File: config.mk
export PLATFORM = sky130hd
export DESIGN_NAME = bram_bubble_sorter_p
export DESIGN_NICKNAME = d
export VERILOG_FILES = /design/src/rtl/bram_bubble_sorter_p.sv
export SDC_FILE = /design/constraint.sdc
export NUM_CORES = 1
export LEC_CHECK = 0
export CAP_MARGIN = 20
export CORE_UTILIZATION = 58
export DETAILED_ROUTE_END_ITERATION = 8
export PLACE_DENSITY = 0.92
export SLEW_MARGIN = 30
export SYNTH_ARGS = -nofsm -noshare
export SYNTH_HDL_FRONTEND = slang
export SYNTH_SLANG_ARGS = --single-unit
File: constraint.sdc
create_clock -name clk -period 6.3 [get_ports clk]
set_input_delay 1.89 -clock clk [delete_from_list [all_inputs] [get_ports clk]]
set_output_delay 1.89 -clock clk [all_outputs]
set_load 0.02 [all_outputs]
File: src/rtl/bram_bubble_sorter_p.sv
// In-place bubble sorter that masters a single-port synchronous BRAM while busy.
// Runtime length, ascending/descending, signed/unsigned compare, early exit and abort.
module bram_bubble_sorter_p #(
   parameter int DATA_W = 32,
   parameter int ADDR_W = 10
) (
   input  logic              clk,
   input  logic              rst_n,
   input  logic              start,
   input  logic              abort,
   input  logic [ADDR_W:0]   len,
   input  logic              descend,
   input  logic              signed_cmp,
   output logic              busy,
   output logic              done,
   output logic [15:0]       pass_count,
   output logic [31:0]       swap_count,
   output logic              bram_en,
   output logic              bram_we,
   output logic [ADDR_W-1:0] bram_addr,
   output logic [DATA_W-1:0] bram_din,
   input  logic [DATA_W-1:0] bram_dout
);

   typedef enum logic [2:0] {
      IDLE, RD_A, RD_B, CMP, WR_A, WR_B, NEXT, DONE
   } state_t;

   localparam logic [ADDR_W:0]   LEN_ONE = {{ADDR_W{1'b0}}, 1'b1};
   localparam logic [ADDR_W-1:0] A_ONE   = {{(ADDR_W-1){1'b0}}, 1'b1};

   state_t              state_q;
   logic [ADDR_W-1:0]   p_q;
   logic [ADDR_W-1:0]   last_q;
   logic [DATA_W-1:0]   a_q;
   logic                swapped_q;
   logic                descend_q;
   logic                signed_q;
   logic                abort_pend_q;
   logic [15:0]         pass_q;
   logic [31:0]         swap_q;
   logic                en_q;
   logic                we_q;
   logic [ADDR_W-1:0]   addr_q;
   logic [DATA_W-1:0]   din_q;

   logic [ADDR_W:0]     p_inc;
   logic                ooo;

   function automatic logic out_of_order(input logic [DATA_W-1:0] x,
                                         input logic [DATA_W-1:0] y,
                                         input logic desc,
                                         input logic sgn);
      logic gt, lt;
      if (sgn) begin
         gt = $signed(x) > $signed(y);
         lt = $signed(x) < $signed(y);
      end else begin
         gt = x > y;
         lt = x < y;
      end
      return desc ? lt : gt;
   endfunction

   function automatic logic [15:0] sat_inc16(input logic [15:0] v);
      return (v == 16'hFFFF) ? v : v + 16'd1;
   endfunction

   function automatic logic [31:0] sat_inc32(input logic [31:0] v);
      return (v == 32'hFFFF_FFFF) ? v : v + 32'd1;
   endfunction

   // Widened so p+1 never wraps, even with last at its maximum.
   assign p_inc = {1'b0, p_q} + LEN_ONE;
   assign ooo   = out_of_order(a_q, bram_dout, descend_q, signed_q);

   always_ff @(posedge clk or negedge rst_n) begin
      if (!rst_n) begin
         state_q      <= IDLE;
         p_q          <= '0;
         last_q       <= '0;
         a_q          <= '0;
         swapped_q    <= 1'b0;
         descend_q    <= 1'b0;
         signed_q     <= 1'b0;
         abort_pend_q <= 1'b0;
         pass_q       <= '0;
         swap_q       <= '0;
         en_q         <= 1'b0;
         we_q         <= 1'b0;
         addr_q       <= '0;
         din_q        <= '0;
      end else begin
         en_q   <= 1'b0;
         we_q   <= 1'b0;
         addr_q <= '0;
         din_q  <= '0;
         case (state_q)
            IDLE, DONE: begin
               if (abort) begin
                  state_q <= IDLE;
               end else if (start) begin
                  pass_q       <= '0;
                  swap_q       <= '0;
                  swapped_q    <= 1'b0;
                  abort_pend_q <= 1'b0;
                  descend_q    <= descend;
                  signed_q     <= signed_cmp;
                  p_q          <= '0;
                  if (len <= LEN_ONE) begin
                     state_q <= DONE;
                  end else begin
                     // len == 2**ADDR_W wraps to all-ones here, which is exactly len-1.
                     last_q  <= len[ADDR_W-1:0] - A_ONE;
                     state_q <= RD_A;
                     en_q    <= 1'b1;
                  end
               end
            end
            RD_A: begin
               if (abort) begin
                  state_q <= IDLE;
               end else begin
                  state_q <= RD_B;
                  en_q    <= 1'b1;
                  addr_q  <= p_inc[ADDR_W-1:0];
               end
            end
            RD_B: begin
               a_q <= bram_dout;
               state_q <= abort ? IDLE : CMP;
            end
            CMP: begin
               if (abort) begin
                  state_q <= IDLE;
               end else if (ooo) begin
                  state_q <= WR_A;
                  en_q    <= 1'b1;
                  we_q    <= 1'b1;
                  addr_q  <= p_q;
                  din_q   <= bram_dout;
               end else begin
                  state_q <= NEXT;
               end
            end
            WR_A: begin
               // Abort is deferred so the pair is never left half-swapped.
               swapped_q    <= 1'b1;
               swap_q       <= sat_inc32(swap_q);
               abort_pend_q <= abort;
               state_q      <= WR_B;
               en_q         <= 1'b1;
               we_q         <= 1'b1;
               addr_q       <= p_inc[ADDR_W-1:0];
               din_q        <= a_q;
            end
            WR_B: begin
               abort_pend_q <= 1'b0;
               state_q      <= (abort || abort_pend_q) ? IDLE : NEXT;
            end
            NEXT: begin
               if (abort) begin
                  state_q <= IDLE;
               end else if (p_inc < {1'b0, last_q}) begin
                  p_q     <= p_inc[ADDR_W-1:0];
                  state_q <= RD_A;
                  en_q    <= 1'b1;
                  addr_q  <= p_inc[ADDR_W-1:0];
               end else begin
                  pass_q <= sat_inc16(pass_q);
                  if (!swapped_q || last_q == A_ONE) begin
                     state_q <= DONE;
                  end else begin
                     last_q    <= last_q - A_ONE;
                     p_q       <= '0;
                     swapped_q <= 1'b0;
                     state_q   <= RD_A;
                     en_q      <= 1'b1;
                  end
               end
            end
            default: state_q <= IDLE;
         endcase
      end
   end

   assign busy       = (state_q != IDLE) && (state_q != DONE);
   assign done       = (state_q == DONE);
   assign pass_count = pass_q;
   assign swap_count = swap_q;
   assign bram_en    = en_q;
   assign bram_we    = we_q;
   assign bram_addr  = addr_q;
   assign bram_din   = din_q;

endmodule
# --- After elaboration in Yosys (flattened, before gate mapping) ---
# Index checks and enable logic that the tools add are counted.
word_totals:
  in_bits: 49
  wordCells: 130
  ff_bits: 151
op_classes:
  magnitude_cmp: 6
  bitwise: 1
  n_eq_ne: 21
  mux: 65
  n_reduce_logical: 18
  n_addsub: 5
op_table:
  columns: ["op", "count"]
  rows:
  - ["10-bit two-way mux", 16]
  - ["32-bit two-way mux", 5]
  - ["32-bit one-hot mux with 2 select lines", 2]
  - ["16-bit two-way mux", 5]
  - ["32-bit > comparator", 2]
  - ["32-bit less-than comparator", 2]
  - ["10-bit one-hot mux with 2 select lines", 2]
  - ["10-bit one-hot mux with 4 select lines", 1]
  - ["32-bit by 1-bit adder with 32-bit output, second input constant", 1]
  - ["32-bit == test, second input constant", 1]
  - ["16-bit one-hot mux with 2 select lines", 1]
  - ["3-bit two-way mux", 8]
  - ["3-bit one-hot mux with 7 select lines", 1]
  - ["10-bit by 1-bit subtractor with 10-bit output, second input constant", 2]
  - ["1-bit two-way mux", 17]
  - ["16-bit by 1-bit adder with 16-bit output, second input constant", 1]
  - ["16-bit == test, second input constant", 1]
  - ["2-bit inequality test, second input constant", 8]
  - ["3-bit == test, second input constant", 4]
  - ["6-bit AND reduction", 2]
  - ["10-bit by 1-bit adder with 11-bit output, second input constant", 1]
  - ["11-bit by 1-bit <= comparator with 1-bit output, second input constant", 1]
  - ["11-bit by 10-bit less-than comparator with 1-bit output", 1]
  - ["10-bit by 1-bit == test with 1-bit output, second input constant", 1]
  - ["19 further kinds", 30]

# --- Logic depth before layout (Yosys ltp) ---
# Gate-level depths: netlist of the first run.
logic_depth:
  ltp_word: 6
  depth_mapped: 15
  depth_no_buf: 13

# --- Least setup slack after synthesis of the first run ---
# No wires, ideal clock.
synth_path:
  path_type: "in2reg"
  startpoint: "input bram_dout[19]"
  endpoint: "register addr_q[2], in the netlist bram_addr[2]"
  slack_ns: 2.099
  setup_ns: 0.126
  t_arrival_ns: 4.075
  path_stages: 10
  cell_sequence: "inv_1 > ha_1 > a21oi_1 > o21ai_0 > a221o_1 > a2111oi_2 > a22o_1 > nand2_1 > buf_2 > a221o_1"
synth_via:
  elab_chain_cells: 6
synth_lines:
  columns: ["element", "line", "source"]
  rows:
  - ["start, declared", "22", "input logic [DATA_W-1:0] bram_dout"]
  - ["32-bit > comparator, or another cell as far along", "59", "gt = x > y;"]
  - ["1-bit two-way mux", "55", "if (sgn) begin"]
  - ["1-bit two-way mux *", "62", "return desc ? lt : gt;"]
  - ["10-bit two-way mux *", "136", "end else if (ooo) begin"]
  - ["10-bit two-way mux *", "134", "if (abort) begin"]
  - ["10-bit one-hot mux with 4 select lines *", "98", "case (state_q)"]
  - ["end signal, assigned", "126", "addr_q <= p_inc[ADDR_W-1:0];"]
  - ["end signal, assigned", "140", "addr_q <= p_q;"]
  - ["end signal, assigned", "154", "addr_q <= p_inc[ADDR_W-1:0];"]
  - ["end, declared", "44", "logic [ADDR_W-1:0] addr_q;"]
# Mark *: on every way between the ends. The rest lies on a longest branch, timed or not.
# A chain may end at the register's enable or synchronous reset.

# --- Final worst setup path of the first run ---
layout_path:
  startpoint: "input bram_dout[19]"
  endpoint: "register din_q[21], in the netlist bram_din[21]"
layout_via:
  elab_chain_cells: 6
layout_lines:
  columns: ["element", "line", "source"]
  rows:
  - ["32-bit > comparator, or another cell as far along", "59", null]
  - ["1-bit two-way mux", "55", null]
  - ["1-bit two-way mux *", "62", null]
  - ["32-bit two-way mux *", "136", null]
  - ["32-bit two-way mux *", "134", null]
  - ["32-bit one-hot mux with 2 select lines *", "98", null]
  - ["end signal, assigned", "141", "din_q <= bram_dout;"]
  - ["end signal, assigned", "155", "din_q <= a_q;"]
  - ["end, declared", "45", "logic [DATA_W-1:0] din_q;"]
# Marks and branches as above.

==> results by group, run 1 <==
Routing
  • Via density: 6.27
  • Routed len/inst: 18.6 µm
  • First-pass detailed-route iteration total: 5
  • Iteration-0 DRC count of the detailed router: 822
  • # DRC: 0
  • Final WL: 22,200 µm
  • Final ANT Viol Nets: 0
  • Via count: 7,471

STA
  • Worst-margin pin slew: 0.870 ns
  • Final period demand of the worst path: 4.94 ns
  • Clk_skew: 0.00814 ns
  • RSZ-0062 raised after global routing: no
  • Max-slew headroom: 0.418
  • Hold_ws: 0.483 ns
  • Period utilization: 0.784
  • Hold Vio Cnt, Final: 0
  • Setup_tns: 0 ns
  • Endpoints failing setup: 0
  • Maximum achievable frequency: 202 MHz
  • Final Slew Violations: 0

Final layout
  • Fin nets: 1,092
  • Fill cells: 1,019
  • Multi-input logic area: 4430 µm²
  • Layout cells sized above 1: 0.0903
  • Antenna cells: 0
  • Sequential standard cell area: 3780 µm²
  • Area grow syn2layout: 24.6%

Critical path
  • Data arrival time of the worst path: 5.30 ns
  • CP required: 6.66 ns
  • Critical Path Fanout Max: 32
  • Critical Path Source Type: input port
  • Crit Path Category: in2reg
  • CP endpoint kind: register

Logic synthesis
  • Syn avg cell area: 9.92 µm²
  • Gate Count Post-Synth: 868
  • Mapped Area: 8610 µm²
  • #FFs+latches synth: 151
  • Complex-gate fraction of the synthesized area: 0.190
  • Post-synth EDFFs: 0
  • Post-Synth XOR/XNOR Area: 0.0448
  • YS warnings: 0
  • Post-Synth Adder-Cell Area: 0.0698
  • Unique masters post-synth: 67
  • Largest family of logic cells by synthesized area: compound AO/OA/AOI/OAI gates
  • Leading area contributor after synthesis: dfrtp_1
  • Synth top area share: 0.439
  • Mux cell area share after synthesis: 0.0453
  • Post-synth top cells: 151 x dfrtp_1, 69 x nor2_1, 60 x inv_1
  • Net Count, Synth: 965
  • Area contributors post-synth: dfrtp_1 44%, ha_1 7.0%, mux2_2 4.2%, a22o_1 4.1%, xnor2_1 3.5%
  • Register area share after synthesis: 0.439
  • Post-synthesis simple-gate area fraction: 0.162
  • Most frequent cell after synthesis: dfrtp_1
  • Asr flop ratio synth: 1.00
  • Top FF cell, synth: dfrtp_1

GRT
  • Grt total ovfl: 0
  • Gr usage total: 0.301
  • First-pass GRT wire length: 35,500 µm
  • Largest net degree at the start of global routing: 114
  • Initial antenna violation count: 0
  • Vias in the first global route: 7,169

Place
  • Port Buf Inserts: 142
  • GP Congestion: 0.880
  • Hpwl dp: 15,000 µm

Clocking
  • CTS tree: yes
  • H-tree depth: 4
  • Clock tree root buffer cell: clkbuf_16
  • Hold_buf cts: 0
  • TritonCTS Buffers: 17
  • Sinks on Clock Net: 151
  • Clock Path Buffers: 2
  • Cts repair resizes: 0
  • Clk Latency, worst-skew pair: 0.43 ns
  • Clock slew at reported path FFs: 0.06 ns
  • Post-CTS Repair Setup Buffers: 0

Pwr
  • Clk pwr share: 0.265
  • Pwr Density: 354 nW/µm²
  • Net Sw Frac: 0.363
  • VDD IR max: 0.229 mV
  • Comb power frac: 0.358
  • LEAKAGE: 4.70 nW
  • Share of power burned in registers: 0.376
  • Psw: 1.38 mW
  • Design internal power: 2.42 mW

Die
  • Initial Util: 0.592
  • I/O pins: 143
  • Die ar.: 15,300 µm²
  • Core footprint: 14,500 µm²
  • Die Ht: 124 µm
  • Die X: 124 µm
  • # rows: 44

Run status
  • Status: finished, final reports clean

Min path
  • HP Class: reg2reg

Job
  • Number of max-cap violations: 0
[sequential cells by signal, indices dropped and copies added, names as in the netlist]
signal,count
a_q,32
abort_pend_q,1
bram_addr,10
bram_din,32
bram_en,1
bram_we,1
descend_q,1
last_q,10
p_q,10
pass_count,16
signed_q,1
state_q,3
swap_count,32
swapped_q,1
[placed cells by master, fill, tap and decap left out, drive strengths merged, types with 11 or more instances in the layout]
cell and instances:
a22o 40, clkdlybuf4s50 141, a21oi 53, nor3 14, nor2 69, inv 61, and3 16, nand4 20
or4 14, o21ai 21, dfrtp 151, nand3 34, a211oi 11, a2111oi 12, nand2 58, mux2 32
o31ai 14, clkbuf 20, xnor2 34, ha 48
[power by group through the flow]
stage               sequential, mW  combinational [mW]  clock, mW
CTS                           1.43                1.35       1.02
global route                  1.46                1.48       1.06
finish                        1.43                1.36       1.01
floorplan                     1.46               0.816          0
detailed placement            1.44                1.34          0
global placement              1.43                1.28          0
[cell families (layout without fill, tap and decap cells)]
logic type,after synthesis,in the layout
adder cells (fa/ha/maj),48,48
multiplexers,35,35
AO/OA/AOI/OAI,223,223
buffers and inverters,103,243
XOR/XNOR,44,44
flip-flops,151,151
AND/OR/NAND/NOR,264,264
[stage by stage]
stage / util / power (mW) / instances / instance area, µm² / setup WS (ns)
floorplan: - / 2.28 / 868 / 8610 / 2.10
global placement: 0.698 / 2.71 / 1160 / 10100 / 1.19
detailed placement: 0.698 / 2.77 / 1160 / 10100 / 1.01
CTS: 0.738 / 3.79 / 1192 / 10700 / 1.43
global route: 0.738 / 3.99 / 1192 / 10700 / 1.21
finish: 0.738 / 3.80 / 1192 / 10700 / 1.36
[cell type report]
cell class,instances,share of cell area
Clock inverter,12,0.0118
Inverter,62,0.0217
Timing Repair Buffer,149,0.138
Multi-Input combinational cell,614,0.413
Sequential cell,151,0.352
Tap cell,184,0.0215
Clock buffer,20,0.0426
[path summary, 6_finish.rpt]
check | slack [ns] | start | to | depth (start not counted)
worst max-delay path | 1.36 | bram_dout[19] | bram_din[21] | 11
worst min-delay path | 0.48 | signed_q | signed_q | 2
worst max register to register | 2.32 | p_q[0] | pass_count[3] | 13
worst min register to register | 0.48 | signed_q | signed_q | 2
max in group asynchronous | 3.68 | rst_n | swap_count[19] | 2
min in group asynchronous | 1.49 | rst_n | a_q[27] | 1
[metal layers]
| layer | vias to the layer above | global-route usage | wire length [µm] |
|---|---|---|---|
| li1 | 3462 | - | - |
| met1 | 3658 | 0.388 | 9330 |
| met2 | 305 | 0.502 | 10800 |
| met3 | 46 | 0.0632 | 1420 |
| met4 | 0 | 0.108 | 580 |
| met5 | - | 0 | 0 |
[critical path: stages]
cell and delay [ns]:
clkdlybuf4s50_1 0.52, inv_1 0.06, ha_1 0.33, a21oi_1 0.15
o21ai_0 0.11, a221o_1 0.37, a2111oi_2 0.59, o211ai_1 0.22
nand2_1 0.37, buf_4 0.43, a22o_1 0.23
Note: power is estimated with default switching activity, not from simulation.
==> run 2: changes to the inputs <==
- CORE_UTILIZATION: 58 -> 54
- PLACE_DENSITY: 0.92 -> 0.87
- clock period: 6.3 -> 5.1 ns (I/O delays scaled with it)
==> run 2 against run 1 <==
Against the previous run:
- combinational power rose by 23%
- sequential power rose by 24%
- clock-buffer cell count unchanged
- routed wire length decreased by 1.4%
- sequential share of layout area shrank 0.30 points
- die area is 7.3% higher
- non-clock buffer count grew 3
- via count fell by 0.52%
- global-route usage fell by 2.0 points
- total power grew 25%
- critical path depth unchanged
==> results by group, run 2 (synthesis gave the netlist of run 1 again) <==
Run status
  • Status: finished, final reports clean

Routing
  • Iteration-0 DRC count of the detailed router: 864
  • Final ANT Viol Nets: 0
  • Via count: 7,432
  • Final WL: 21,900 µm
  • Via density: 6.08
  • # DRC: 0
  • Routed len/inst: 17.9 µm
  • First-pass detailed-route iteration total: 5

Clocking
  • Clock tree root buffer cell: clkbuf_16
  • TritonCTS Buffers: 17
  • Cts repair resizes: 0
  • Hold_buf cts: 0
  • CTS tree: yes
  • Clock Path Buffers: 2
  • Sinks on Clock Net: 151
  • Clock slew at reported path FFs: 0.06 ns
  • Clk Latency, worst-skew pair: 0.43 ns
  • Post-CTS Repair Setup Buffers: 0
  • H-tree depth: 4

Critical path
  • Critical Path Fanout Max: 32
  • Crit Path Category: in2reg
  • Flop-to-flop setup slack: 1.15 ns
  • Crit. path cell count: 11
  • Crit path cell chain: clkdlybuf4s50_1, inv_1, ha_1, a21oi_1, o21ai_0, a221o_1, a2111oi_2, o211ai_1, nand2_1, buf_4, a22o_1
  • CP required: 5.46 ns
  • CP top delay family: compound AO/OA/AOI/OAI gates
  • CP endpoint kind: register
  • Register-to-Register Path Depth: 13
  • RR Startpoint: p_q[0]
  • Critical path origin: bram_dout[19]
  • Critical Path Source Type: input port
  • RR Endpoint: p_q[2]
  • Worst path slowest cell: a2111oi_2
  • Crit path capture: bram_din[9]
  • Max incr delay on CP: 0.55 ns
  • Data arrival time of the worst path: 4.85 ns
  • CP bufs+invs: 3

STA
  • Max-slew headroom: 0.415
  • Period utilization: 0.880
  • Worst-margin pin slew: 0.874 ns
  • Final Slew Violations: 0
  • Maximum achievable frequency: 223 MHz
  • RSZ-0062 raised after global routing: no
  • Hold Vio Cnt, Final: 0
  • Clk_skew: 0.00934 ns
  • Final period demand of the worst path: 4.49 ns
  • Setup_tns: 0 ns
  • Endpoints failing setup: 0

Final layout
  • Layout cells sized above 1: 0.0940
  • Commonest non-fill, non-tap cell in the layout: dfrtp_1
  • Area grow syn2layout: 25.7%
  • Fin nets: 1,095
  • Commonest cells after routing, fill and taps aside: 151 x dfrtp_1, 141 x clkdlybuf4s50_1, 66 x nor2_1, 60 x inv_1, 58 x nand2_1
  • Antenna cells: 0

Die
  • Core footprint: 15,400 µm²
  • Initial Util: 0.560
  • Die X: 128 µm
  • Die ar.: 16,500 µm²
  • Die Ht: 128 µm
  • # rows: 45
  • I/O pins: 143

Pwr
  • LEAKAGE: 4.72 nW
  • Pwr Density: 437 nW/µm²
  • Design Power: 4.73 mW
  • VDD IR max: 0.339 mV

GRT
  • First-pass GRT wire length: 36,000 µm
  • Largest net degree at the start of global routing: 112
  • Grt total ovfl: 0
  • Gr usage total: 0.281
  • Vias in the first global route: 7,265
  • Initial antenna violation count: 0

Place
  • GP Congestion: 0.886
  • Port Buf Inserts: 142
  • Hpwl dp: 14,900 µm

Job
  • Number of max-cap violations: 0

Min path
  • HP Class: reg2reg
## run 2: changes by cell type in the layout (fill, tap and decap cells not counted), sizes merged
cell / delta
inv: +3
clkinvlp: +1
clkinv: -4
buf: +3
## run 2: through the flow
stage	instances	utilization	instance area [µm²]	hold WS (ns)	worst slack, ns
2_1_floorplan	868	-	8610	0.438	1.26
3_3_place_gp	1190	0.664	10200	0.474	0.345
3_5_place_dp	1190	0.665	10200	0.489	0.237
4_1_cts	1222	0.704	10800	0.502	0.665
5_1_grt	1222	0.704	10800	0.532	0.407
6_report	1222	0.704	10800	0.507	0.614
## run 2: area by class of cell
| class | instances | area (µm²) |
|---|---|---|
| Fill cell | 1090 | 4550 |
| Multi-Input combinational cell | 614 | 4430 |
| Clock inverter | 12 | 139 |
| Inverter | 62 | 233 |
| Sequential cell | 151 | 3780 |
| Clock buffer | 20 | 467 |
| Timing Repair Buffer | 152 | 1510 |
| Tap cell | 211 | 264 |
## run 2: worst min path at each step
| stage | start | endpoint | slack, ns | cells after the start |
|---|---|---|---|---|
| 6_report | last_q[7] | last_q[7] | 0.51 | 1 |
| 2_1_floorplan | signed_q | signed_q | 0.44 | 2 |
| 4_1_cts | last_q[7] | last_q[7] | 0.50 | 1 |
| 5_1_grt | last_q[7] | last_q[7] | 0.53 | 1 |
| 3_5_place_dp | last_q[7] | last_q[7] | 0.49 | 1 |
| 3_3_place_gp | last_q[7] | last_q[7] | 0.47 | 1 |
## run 2: where the power goes
group / internal (mW) / leakage (nW) / switching [mW]
clock: 0.766 / 0.291 / 0.524
combinational: 0.754 / 2.44 / 0.916
sequential: 1.50 / 1.99 / 0.276
total: 3.02 / 4.72 / 1.72
## run 2: worst register-to-register path, stage by stage (launching register included)
cell and delay [ns]:
dfrtp_1 0.45, ha_1 0.27, and3_4 0.23, and3_4 0.20
nand3_1 0.09, xor2_1 0.19, inv_1 0.10, ha_1 0.30
and4_1 0.21, and2_1 0.20, or4_4 0.47, nor3_4 0.72
nand2b_1 0.14, a41oi_1 0.27
## run 2: metal layers
layer | global-route usage | routed length [µm]
met1 | 0.363 | 9250
met4 | 0.104 | 458
met5 | 0 | 0
met2 | 0.465 | 11000
met3 | 0.0605 | 1150
